**src/rtl/mem_arbiter_if.sv**
```systemverilog
// Two-requester memory arbiter bus: requester handshakes, memory-side strobes and status.
// The arbiter takes the slave modport; the requester/memory environment takes master.
interface mem_arbiter_if #(
  parameter int ADDR_W = 32,
  parameter int DATA_W = 32
);
  logic              r0_req,   r1_req;
  logic              r0_store, r1_store;
  logic [ADDR_W-1:0] r0_addr,  r1_addr;
  logic [DATA_W-1:0] r0_wdata, r1_wdata;
  logic              r0_ack,   r1_ack;
  logic [DATA_W-1:0] r0_rdata, r1_rdata;
  logic              r0_err,   r1_err;
  logic [ADDR_W-1:0] mem_addr;
  logic              mem_load, mem_store;
  logic [DATA_W-1:0] mem_wdata;
  logic [DATA_W-1:0] mem_rdata;
  logic              mem_ready;
  logic              busy;
  logic              grant_id;

  modport slave (
    input  r0_req, r1_req, r0_store, r1_store, r0_addr, r1_addr, r0_wdata, r1_wdata,
    input  mem_rdata, mem_ready,
    output r0_ack, r1_ack, r0_rdata, r1_rdata, r0_err, r1_err,
    output mem_addr, mem_load, mem_store, mem_wdata, busy, grant_id
  );

  modport master (
    output r0_req, r1_req, r0_store, r1_store, r0_addr, r1_addr, r0_wdata, r1_wdata,
    output mem_rdata, mem_ready,
    input  r0_ack, r1_ack, r0_rdata, r1_rdata, r0_err, r1_err,
    input  mem_addr, mem_load, mem_store, mem_wdata, busy, grant_id
  );
endinterface

```
**src/rtl/mem_arbiter.sv**
```systemverilog
// Round-robin arbiter giving two requesters access to one memory port,
// with a per-transaction WAIT timeout and a one-cycle response pulse.
module mem_arbiter #(
  parameter int ADDR_W  = 32,
  parameter int DATA_W  = 32,
  parameter int TIMEOUT = 64
) (
  input  logic          clk,
  input  logic          rst_n,
  mem_arbiter_if.slave  bus
);

  typedef enum logic [1:0] {IDLE, WAIT, RESP} state_t;

  state_t            state, state_nxt;
  logic [7:0]        cnt;
  logic              last;
  logic              gid;
  logic              rsp_err;
  logic [DATA_W-1:0] rsp_data;
  logic              any_req, win, tmo, done, resp;

  assign any_req = bus.r0_req | bus.r1_req;
  // On a tie the requester that did not own the previous transaction wins.
  assign win     = (bus.r0_req & bus.r1_req) ? ~last : bus.r1_req;
  assign tmo     = (cnt == 8'(TIMEOUT - 1));
  assign done    = bus.mem_ready | tmo;

  always_ff @(posedge clk or negedge rst_n) begin
    if (!rst_n) state <= IDLE;
    else        state <= state_nxt;
  end

  always_comb begin
    state_nxt = state;
    case (state)
      IDLE:    if (any_req) state_nxt = WAIT;
      WAIT:    if (done)    state_nxt = RESP;
      RESP:                 state_nxt = IDLE;
      default:              state_nxt = IDLE;
    endcase
  end

  always_ff @(posedge clk or negedge rst_n) begin
    if (!rst_n) begin
      cnt           <= '0;
      last          <= 1'b1;
      gid           <= 1'b0;
      rsp_err       <= 1'b0;
      rsp_data      <= '0;
      bus.mem_addr  <= '0;
      bus.mem_wdata <= '0;
      bus.mem_load  <= 1'b0;
      bus.mem_store <= 1'b0;
    end else begin
      case (state)
        IDLE: if (any_req) begin
          gid           <= win;
          cnt           <= '0;
          bus.mem_addr  <= win ? bus.r1_addr  : bus.r0_addr;
          bus.mem_wdata <= win ? bus.r1_wdata : bus.r0_wdata;
          bus.mem_load  <= ~(win ? bus.r1_store : bus.r0_store);
          bus.mem_store <=  (win ? bus.r1_store : bus.r0_store);
        end
        WAIT: if (done) begin
          // A ready on the last allowed cycle still counts as a normal completion.
          bus.mem_load  <= 1'b0;
          bus.mem_store <= 1'b0;
          rsp_err       <= ~bus.mem_ready;
          rsp_data      <= (bus.mem_ready & bus.mem_load) ? bus.mem_rdata : '0;
        end else begin
          cnt <= cnt + 8'd1;
        end
        RESP: last <= gid;
        default: ;
      endcase
    end
  end

  assign resp         = (state == RESP);
  assign bus.busy     = (state != IDLE);
  assign bus.grant_id = gid;
  assign bus.r0_ack   = resp & ~gid;
  assign bus.r1_ack   = resp &  gid;
  assign bus.r0_rdata = bus.r0_ack ? rsp_data : '0;
  assign bus.r1_rdata = bus.r1_ack ? rsp_data : '0;
  assign bus.r0_err   = bus.r0_ack & rsp_err;
  assign bus.r1_err   = bus.r1_ack & rsp_err;

endmodule

```
**src/flat_wrapper.sv**
```systemverilog
// flat-port wrapper written by rule: the top's interface ports become plain ports
module mem_arbiter_flat 
#(
  parameter int ADDR_W  = 32,
  parameter int DATA_W  = 32,
  parameter int TIMEOUT = 64
)
  (clk, rst_n, bus_r0_req, bus_r1_req, bus_r0_store, bus_r1_store, bus_r0_addr, bus_r1_addr, bus_r0_wdata, bus_r1_wdata, bus_mem_rdata, bus_mem_ready, bus_r0_ack, bus_r1_ack, bus_r0_rdata, bus_r1_rdata, bus_r0_err, bus_r1_err, bus_mem_addr, bus_mem_load, bus_mem_store, bus_mem_wdata, bus_busy, bus_grant_id);
  mem_arbiter_if #(.ADDR_W(ADDR_W), .DATA_W(DATA_W)) bus_i ();
  input  logic clk;
  input  logic rst_n;
  input wire logic [$bits(bus_i.r0_req)-1:0] bus_r0_req;
  input wire logic [$bits(bus_i.r1_req)-1:0] bus_r1_req;
  input wire logic [$bits(bus_i.r0_store)-1:0] bus_r0_store;
  input wire logic [$bits(bus_i.r1_store)-1:0] bus_r1_store;
  input wire logic [$bits(bus_i.r0_addr)-1:0] bus_r0_addr;
  input wire logic [$bits(bus_i.r1_addr)-1:0] bus_r1_addr;
  input wire logic [$bits(bus_i.r0_wdata)-1:0] bus_r0_wdata;
  input wire logic [$bits(bus_i.r1_wdata)-1:0] bus_r1_wdata;
  input wire logic [$bits(bus_i.mem_rdata)-1:0] bus_mem_rdata;
  input wire logic [$bits(bus_i.mem_ready)-1:0] bus_mem_ready;
  output wire logic [$bits(bus_i.r0_ack)-1:0] bus_r0_ack;
  output wire logic [$bits(bus_i.r1_ack)-1:0] bus_r1_ack;
  output wire logic [$bits(bus_i.r0_rdata)-1:0] bus_r0_rdata;
  output wire logic [$bits(bus_i.r1_rdata)-1:0] bus_r1_rdata;
  output wire logic [$bits(bus_i.r0_err)-1:0] bus_r0_err;
  output wire logic [$bits(bus_i.r1_err)-1:0] bus_r1_err;
  output wire logic [$bits(bus_i.mem_addr)-1:0] bus_mem_addr;
  output wire logic [$bits(bus_i.mem_load)-1:0] bus_mem_load;
  output wire logic [$bits(bus_i.mem_store)-1:0] bus_mem_store;
  output wire logic [$bits(bus_i.mem_wdata)-1:0] bus_mem_wdata;
  output wire logic [$bits(bus_i.busy)-1:0] bus_busy;
  output wire logic [$bits(bus_i.grant_id)-1:0] bus_grant_id;
  assign bus_i.r0_req = bus_r0_req;
  assign bus_i.r1_req = bus_r1_req;
  assign bus_i.r0_store = bus_r0_store;
  assign bus_i.r1_store = bus_r1_store;
  assign bus_i.r0_addr = bus_r0_addr;
  assign bus_i.r1_addr = bus_r1_addr;
  assign bus_i.r0_wdata = bus_r0_wdata;
  assign bus_i.r1_wdata = bus_r1_wdata;
  assign bus_i.mem_rdata = bus_mem_rdata;
  assign bus_i.mem_ready = bus_mem_ready;
  assign bus_r0_ack = bus_i.r0_ack;
  assign bus_r1_ack = bus_i.r1_ack;
  assign bus_r0_rdata = bus_i.r0_rdata;
  assign bus_r1_rdata = bus_i.r1_rdata;
  assign bus_r0_err = bus_i.r0_err;
  assign bus_r1_err = bus_i.r1_err;
  assign bus_mem_addr = bus_i.mem_addr;
  assign bus_mem_load = bus_i.mem_load;
  assign bus_mem_store = bus_i.mem_store;
  assign bus_mem_wdata = bus_i.mem_wdata;
  assign bus_busy = bus_i.busy;
  assign bus_grant_id = bus_i.grant_id;
  mem_arbiter #(.ADDR_W(ADDR_W), .DATA_W(DATA_W), .TIMEOUT(TIMEOUT)) u_core (.clk(clk), .rst_n(rst_n), .bus(bus_i));
endmodule
```
**config.mk**
```make
export PLATFORM = sky130hd
export DESIGN_NAME = mem_arbiter_flat
export DESIGN_NICKNAME = d
export VERILOG_FILES = /design/src/rtl/mem_arbiter_if.sv /design/src/rtl/mem_arbiter.sv /design/src/flat_wrapper.sv
export SDC_FILE = /design/constraint.sdc
export NUM_CORES = 1
export LEC_CHECK = 0
export ABC_AREA = 1
export BUFFER_PORTS_ARGS = -buffer_cell sky130_fd_sc_hd__buf_4
export CAP_MARGIN = 20
export CORE_MARGIN = 5
export CORE_UTILIZATION = 45
export CTS_CLUSTER_SIZE = 40
export DETAILED_ROUTE_END_ITERATION = 12
export PLACE_DENSITY = 0.81
export SLEW_MARGIN = 20
export SYNTH_ARGS = -nofsm -noshare
export SYNTH_HDL_FRONTEND = slang
export SYNTH_SLANG_ARGS = --single-unit
```
**constraint.sdc**
```tcl
create_clock -name clk -period 1.6 [get_ports clk]
set_input_delay 0.16 -clock clk [delete_from_list [all_inputs] [get_ports clk]]
set_output_delay 0.16 -clock clk [all_outputs]
set_load 0.02 [all_outputs]
```
==> flow_metrics.env, run 1 <==
export IMPL_grt_pass1_vias=5556
export IMPL_fin_util_pct=72.4
export IMPL_place_inst=1138
export IMPL_grt_overflow=0
export IMPL_final_cell_mix="buf_4 (301), nand2_1 (168), nor2_1 (122), dfrtp_1 (108), o21ai_0 (79)"
export IMPL_die_area_um2=14500
export IMPL_leakagePower_nw=4.41
export IMPL_period_share_pct=102
export IMPL_synthXorXnorAreaFrac_pct=0.319
export IMPL_fin_ws_ps=-39.1
export IMPL_num_io_pins=303
export IMPL_worstPathRequired_ps=1440
export IMPL_clk_latency_ps=340
export IMPL_final_common_cell="buf_4"
export IMPL_design_area_um2=8690
export IMPL_crit_path_max_fanout=13
export IMPL_synth_compound_area_share_pct=12.2
export IMPL_max_vdd_ir_drop_mv=1.18
export IMPL_viasPerCell=5.17
export IMPL_cts_tree="done"
export IMPL_cts_clk_slew_worst_paths_ps=80
export IMPL_synth_top_cell_area_share_pct=50.1
export IMPL_place_area_um2=7910
export IMPL_status="finished, violations left"
export IMPL_initial_core_util_pct=45.7
export IMPL_async_reset_ff_share_pct=100
export IMPL_area_delta_synth_final_pct=58.2
export IMPL_drv_cap=0
export IMPL_grtUsageTotal_pct=24.7
export IMPL_drive_above_1_share_pct=38.6
export IMPL_p_per_area_nw_per_um2=1720
export IMPL_wl_per_cell_um=17.3
export IMPL_relSlewSlack_pct=71.2
export IMPL_syn_area_um2=5490
export IMPL_core_um2=12000
export IMPL_rsz0062_at_grt="true"
export IMPL_syn_instance_count=718
export IMPL_synth_edf_count=0
export IMPL_violations="negative setup slack"
export IMPL_fp_dieW_um=120
export IMPL_numCtsBuffers=9
export IMPL_setup_violations=9
export IMPL_numPortBuffers=302
export IMPL_synth_seq_cells=111
export IMPL_synth_simple_area_share_pct=27.9
export IMPL_dp_hpwl_um=14100
export IMPL_vias=6039
export IMPL_n_fill_cell=920
export IMPL_max_freq_mhz=610
export IMPL_final_nets=1185
export IMPL_fin_cells=1169
export IMPL_final_hold_viol_count=0
export IMPL_diodes=0
export IMPL_hp_class="in2reg"
export IMPL_cp_arrival_ps=1480
export IMPL_cts_path_max_buffers=2
export IMPL_start_kind="flop"
export IMPL_synthAdderAreaFrac_pct=0.228
export IMPL_antenna_found_initial=0
export IMPL_htreeDepth=3
export IMPL_synthMuxAreaShare_pct=0
export IMPL_synth_top_family_by_area="simple AND/OR/NAND/NOR gates"
export IMPL_grt_max_degree=67
export IMPL_die_h_um=120
export IMPL_synthTopCellsByArea="dfrtp_1 (50%), nand2_1 (12%), nor2_1 (9.8%)"
export IMPL_final_max_slew_viol_count=0
export IMPL_rows=40
export IMPL_yosysTopAreaCell="dfrtp_1"
export IMPL_cts_sinks=111
export IMPL_place_congestion=0.849
export IMPL_route_antenna_remaining_nets=0
export IMPL_fin_crit_ps=1640
export IMPL_ys_seq_area_share_pct=50.6
export IMPL_grt_pass1_wl_um=28800
export IMPL_root_buffer="clkbuf_16"
export IMPL_synth_main_ff_cell="dfrtp_1"
export IMPL_critical_path_class="reg2out"
export IMPL_synth_cell_types=25
export IMPL_cp_end_kind="primary output"
export IMPL_drtPass1Iterations=5
export IMPL_drt_total_wl_um=20300
export IMPL_drc_errors=0
export IMPL_fin_worst_skew_ps=7.49
export IMPL_syn_nets=886
export IMPL_tightest_slew_ps=432
export IMPL_avgSynthCellArea_um2=7.65
export IMPL_drtIter0Drc=595
export IMPL_yosysWarningCount=0
## through the flow
step | total power, mW | TNS [ps] | setup WS, ps | hold WS [ps]
after CTS | 14.4 | -60.8 | -14.9 | 63.4
after global placement | 11.7 | 0 | 171 | 123
after floorplan | 8.91 | 0 | 76.4 | -136
final | 15.0 | -153 | -39.1 | 69.4
after global routing | 15.9 | -3010 | -96.7 | 70.5
after detailed placement | 11.8 | 0 | 101 | 125
## critical path, cell delays in order, from the launching register on
cell     delay [ps]
dfrtp_1         380
inv_2            90
nand2_4          60
nor2_4          110
inv_4            80
buf_12          150
nor2_2          130
buf_6           140
## synthesized netlist by cell type, types with 2 or more instances
cell and n:
nand2_1 172, nor2_1 144, dfrtp_1 110, o21ai_0 79
o21ai_1 51, inv_1 46, nand4_1 32, clkbuf_1 24
nand3_1 18, buf_6 9, buf_2 8, buf_4 8
inv_2 3, nand2_2 2, nor2_4 2
## cell type report
type / count / area (µm²) / share of cell area (%)
Tap cell: 147 / 184 / 2.12
Clock buffer: 10 / 239 / 2.75
Inverter: 49 / 189 / 2.17
Clock inverter: 6 / 93.8 / 1.08
Timing Repair Buffer: 338 / 2840 / 32.6
Sequential cell: 111 / 2780 / 32.0
Multi-Input combinational cell: 508 / 2370 / 27.3
## per-layer routing
metal / track usage [%] / share of wire [%] / vias up
met2: 41.6 / 50 / 322
met3: 8.09 / 11 / 53
met1: 29.3 / 36 / 2777
met5: 0 / 0 / -
met4: 9.63 / 3.5 / 0
li1: - / - / 2887
## what timing repair did
item	in CTS	in global routing
pin swaps	1	4
buffers inserted	3	5
gates resized for setup	18	51
endpoints found under the setup margin	58	98
hold buffers	1	0
gates cloned	0	6
endpoints found under the hold margin	27	0
## state kept, by name, indices dropped and copies added (netlist names), 2 cells and up
signal	count
u_core.rsp_data	32
u_core.state	2
u_core.cnt	8
u_core.bus.mem_addr	32
u_core.bus.mem_wdata	32
## final timing paths
| check | depth (start not counted) | end | startpoint | slack (ps) |
|---|---|---|---|---|
| setup / recovery | 7 | bus_r0_rdata[31] | u_core.state[0] | -40 |
| hold / removal | 3 | u_core.bus.mem_addr[19] | bus_r1_addr[19] | 70 |
| setup reg to reg | 9 | u_core.rsp_data[6] | u_core.cnt[1] | 20 |
| hold reg to reg | 2 | u_core.last | u_core.last | 470 |
| max in group asynchronous | 3 | u_core.last | rst_n | 690 |
| min in group asynchronous | 2 | u_core.rsp_data[4] | rst_n | 320 |
## kinds of logic after synthesis
group                      after synthesis
AOI/OAI and AO/OA                      132
adders and majority gates                1
xor gates and xnor gates                 2
buffers and inverters                   99
DFF                                    111
and+or+nand+nor                        373
## power breakdown
group,switching [mW],internal [mW]
registers,0.825,4.15
clock network,1.05,1.43
logic,4.50,3.04
Note: power is estimated with default switching activity, not from simulation.
==> run 2: changes to the inputs <==
Settings changed: CTS_CLUSTER_DIAMETER from default to 100, RECOVER_POWER from default to 25, REMOVE_ABC_BUFFERS from default to 1.
==> run 2 against run 1 <==
Largest cell class unchanged. Worst hold slack worse by 5.4 ps. Sequential power is 4% higher. The run still ends with negative setup slack left. Setup slack worse by 150 ps. Combinational power is 24% higher. Via count is 8.6% higher. Cell area is 9.4% higher. Wire length is 20% higher. Highest routed layer unchanged. Sequential share of layout area is 2.7 points lower. Maximum frequency is 8.2% lower.
==> flow_metrics.env, run 2 (synthesized netlist as in run 1, its figures left out) <==
export IMPL_status="finished, violations left"
export IMPL_violations="negative setup slack"
export IMPL_viasPerCell=5.52
export IMPL_grt_pass1_vias=5949
export IMPL_die_area_um2=14500
export IMPL_fin_worst_skew_ps=10.2
export IMPL_initial_core_util_pct=45.7
export IMPL_rsz0062_at_grt="true"
export IMPL_reg_largest_list="u_core.bus.mem_addr (32), u_core.bus.mem_wdata (32), u_core.rsp_data (32)"
export IMPL_fin_ws_ps=-185
export IMPL_die_h_um=120
export IMPL_setup_violations=107
export IMPL_final_nets=1204
export IMPL_clk_latency_ps=340
export IMPL_drv_cap=0
export IMPL_final_cell_mix="buf_4 (283), nand2_1 (140), dfrtp_1 (108), nor2_1 (94), o21ai_1 (64)"
export IMPL_worstPathRequired_ps=1440
export IMPL_n_fill_cell=765
export IMPL_root_buffer="clkbuf_16"
export IMPL_power_frac_seq_pct=30.9
export IMPL_finalSetupTns_ps=-7980
export IMPL_final_common_cell="buf_4"
export IMPL_cp_arrival_ps=1620
export IMPL_period_share_pct=112
export IMPL_area_delta_synth_final_pct=73.1
export IMPL_place_area_um2=7900
export IMPL_htreeDepth=3
export IMPL_cts_tree="done"
export IMPL_switchingPower_mw=7.43
export IMPL_max_stage_delay_ps=390
export IMPL_drtIter0Drc=476
export IMPL_tightest_slew_ps=795
export IMPL_drive_above_1_share_pct=47.7
export IMPL_leakagePower_nw=4.65
export IMPL_wl_per_cell_um=20.4
export IMPL_max_freq_mhz=560
export IMPL_antenna_found_initial=0
export IMPL_hp_class="in2reg"
export IMPL_drt_total_wl_um=24200
export IMPL_fin_crit_ps=1780
export IMPL_numPortBuffers=302
export IMPL_design_area_um2=9510
export IMPL_rows=40
export IMPL_start_kind="flop"
export IMPL_final_max_slew_viol_count=0
export IMPL_reg2reg_slack_ps=-70
export IMPL_fin_util_pct=79.1
export IMPL_max_vdd_ir_drop_mv=1.08
export IMPL_diodes=0
export IMPL_p_int_mw=9.26
export IMPL_final_hold_viol_count=0
export IMPL_core_um2=12000
export IMPL_switching_share_pct=44.5
export IMPL_cts_sinks=111
export IMPL_drc_errors=0
export IMPL_place_congestion=0.862
export IMPL_grtUsageTotal_pct=26.9
export IMPL_grt_max_degree=67
export IMPL_crit_chain="inv_2 > nand2_4 > nor2_4 > inv_6 > buf_12 > nor2_1 > buf_4"
export IMPL_cts_path_max_buffers=2
export IMPL_cp_end_kind="primary output"
export IMPL_critical_path_class="reg2out"
export IMPL_numCtsBuffers=9
export IMPL_vias=6561
export IMPL_relSlewSlack_pct=47.0
export IMPL_share_comb_of_total_power_pct=56.1
export IMPL_route_antenna_remaining_nets=0
export IMPL_crit_path_max_fanout=9
export IMPL_grt_pass1_wl_um=31100
export IMPL_num_io_pins=303
export IMPL_p_clk_share_pct=13.0
export IMPL_crit_slowest_cell="dfrtp_1"
export IMPL_fp_dieW_um=120
export IMPL_p_per_area_nw_per_um2=1760
export IMPL_grt_overflow=0
export IMPL_cts_clk_slew_worst_paths_ps=80
export IMPL_dp_hpwl_um=13900
export IMPL_drtPass1Iterations=5
[run 2: worst max-delay path, delay by kind of cell, from the launching register on]
kind / cells / cell delay [ps]
buffers and inverters: 4 / 520
flip-flops: 1 / 390
AND/OR/NAND/NOR: 3 / 360
[run 2: layout make-up]
type | count | area (µm²) | share of cell area [%]
multi-input combinational | 508 | 2790 | 29.3
clock buffer | 13 | 260 | 2.74
timing repair buffer | 357 | 3280 | 34.5
tap | 147 | 184 | 1.93
sequential | 111 | 2780 | 29.3
clock inverter | 3 | 17.5 | 0.184
inverter | 49 | 194 | 2.04
[run 2: stage by stage]
step | setup WS (ps) | hold WS, ps | power [mW] | instances
after floorplan | -1440 | -136 | 8.47 | 668
after global placement | 181 | 122 | 11.6 | 1133
after detailed placement | 102 | 127 | 11.8 | 1133
after CTS | -46.3 | 67.5 | 14.6 | 1163
after global routing | -235 | 62.2 | 17.5 | 1188
final | -185 | 64.0 | 16.7 | 1188
[run 2: worst paths after layout]
kind,start,endpoint,cells after the start
worst max-delay path,u_core.state[0],bus_r0_rdata[11],7
min in group asynchronous,rst_n,u_core.bus.mem_wdata[8],2
max in group asynchronous,rst_n,u_core.bus.grant_id,3
worst max register to register,u_core.cnt[0],u_core.rsp_data[2],9
worst min register to register,u_core.bus.mem_addr[29],u_core.bus.mem_addr[29],2
worst min-delay path,bus_r1_wdata[8],u_core.bus.mem_wdata[8],3
[run 2: per-layer routing]
layer | GRT usage, % | vias up | part of all wire [%]
met3 | 9.82 | 86 | 11
met1 | 31.0 | 3153 | 33
met2 | 46.2 | 389 | 51
met5 | 0 | - | 0
met4 | 8.78 | 0 | 4.5
li1 | - | 2933 | -
[run 2: timing repair]
item	4_1_cts	5_1_grt
endpoints found under the setup margin	66	164
hold buffers	1	0
setup buffers	9	13
endpoints found under the hold margin	26	0
pin swaps	1	39
cloned	4	12
resized for setup	86	176
[run 2: power groups by stage]
stage / registers (mW) / logic [mW] / clock network (mW)
6_report: 5.15 / 9.37 / 2.17
5_1_grt: 5.28 / 9.96 / 2.29
4_1_cts: 4.96 / 7.51 / 2.16
3_5_place_dp: 4.96 / 6.83 / 0
3_3_place_gp: 4.94 / 6.68 / 0
2_1_floorplan: 5.93 / 2.54 / 0
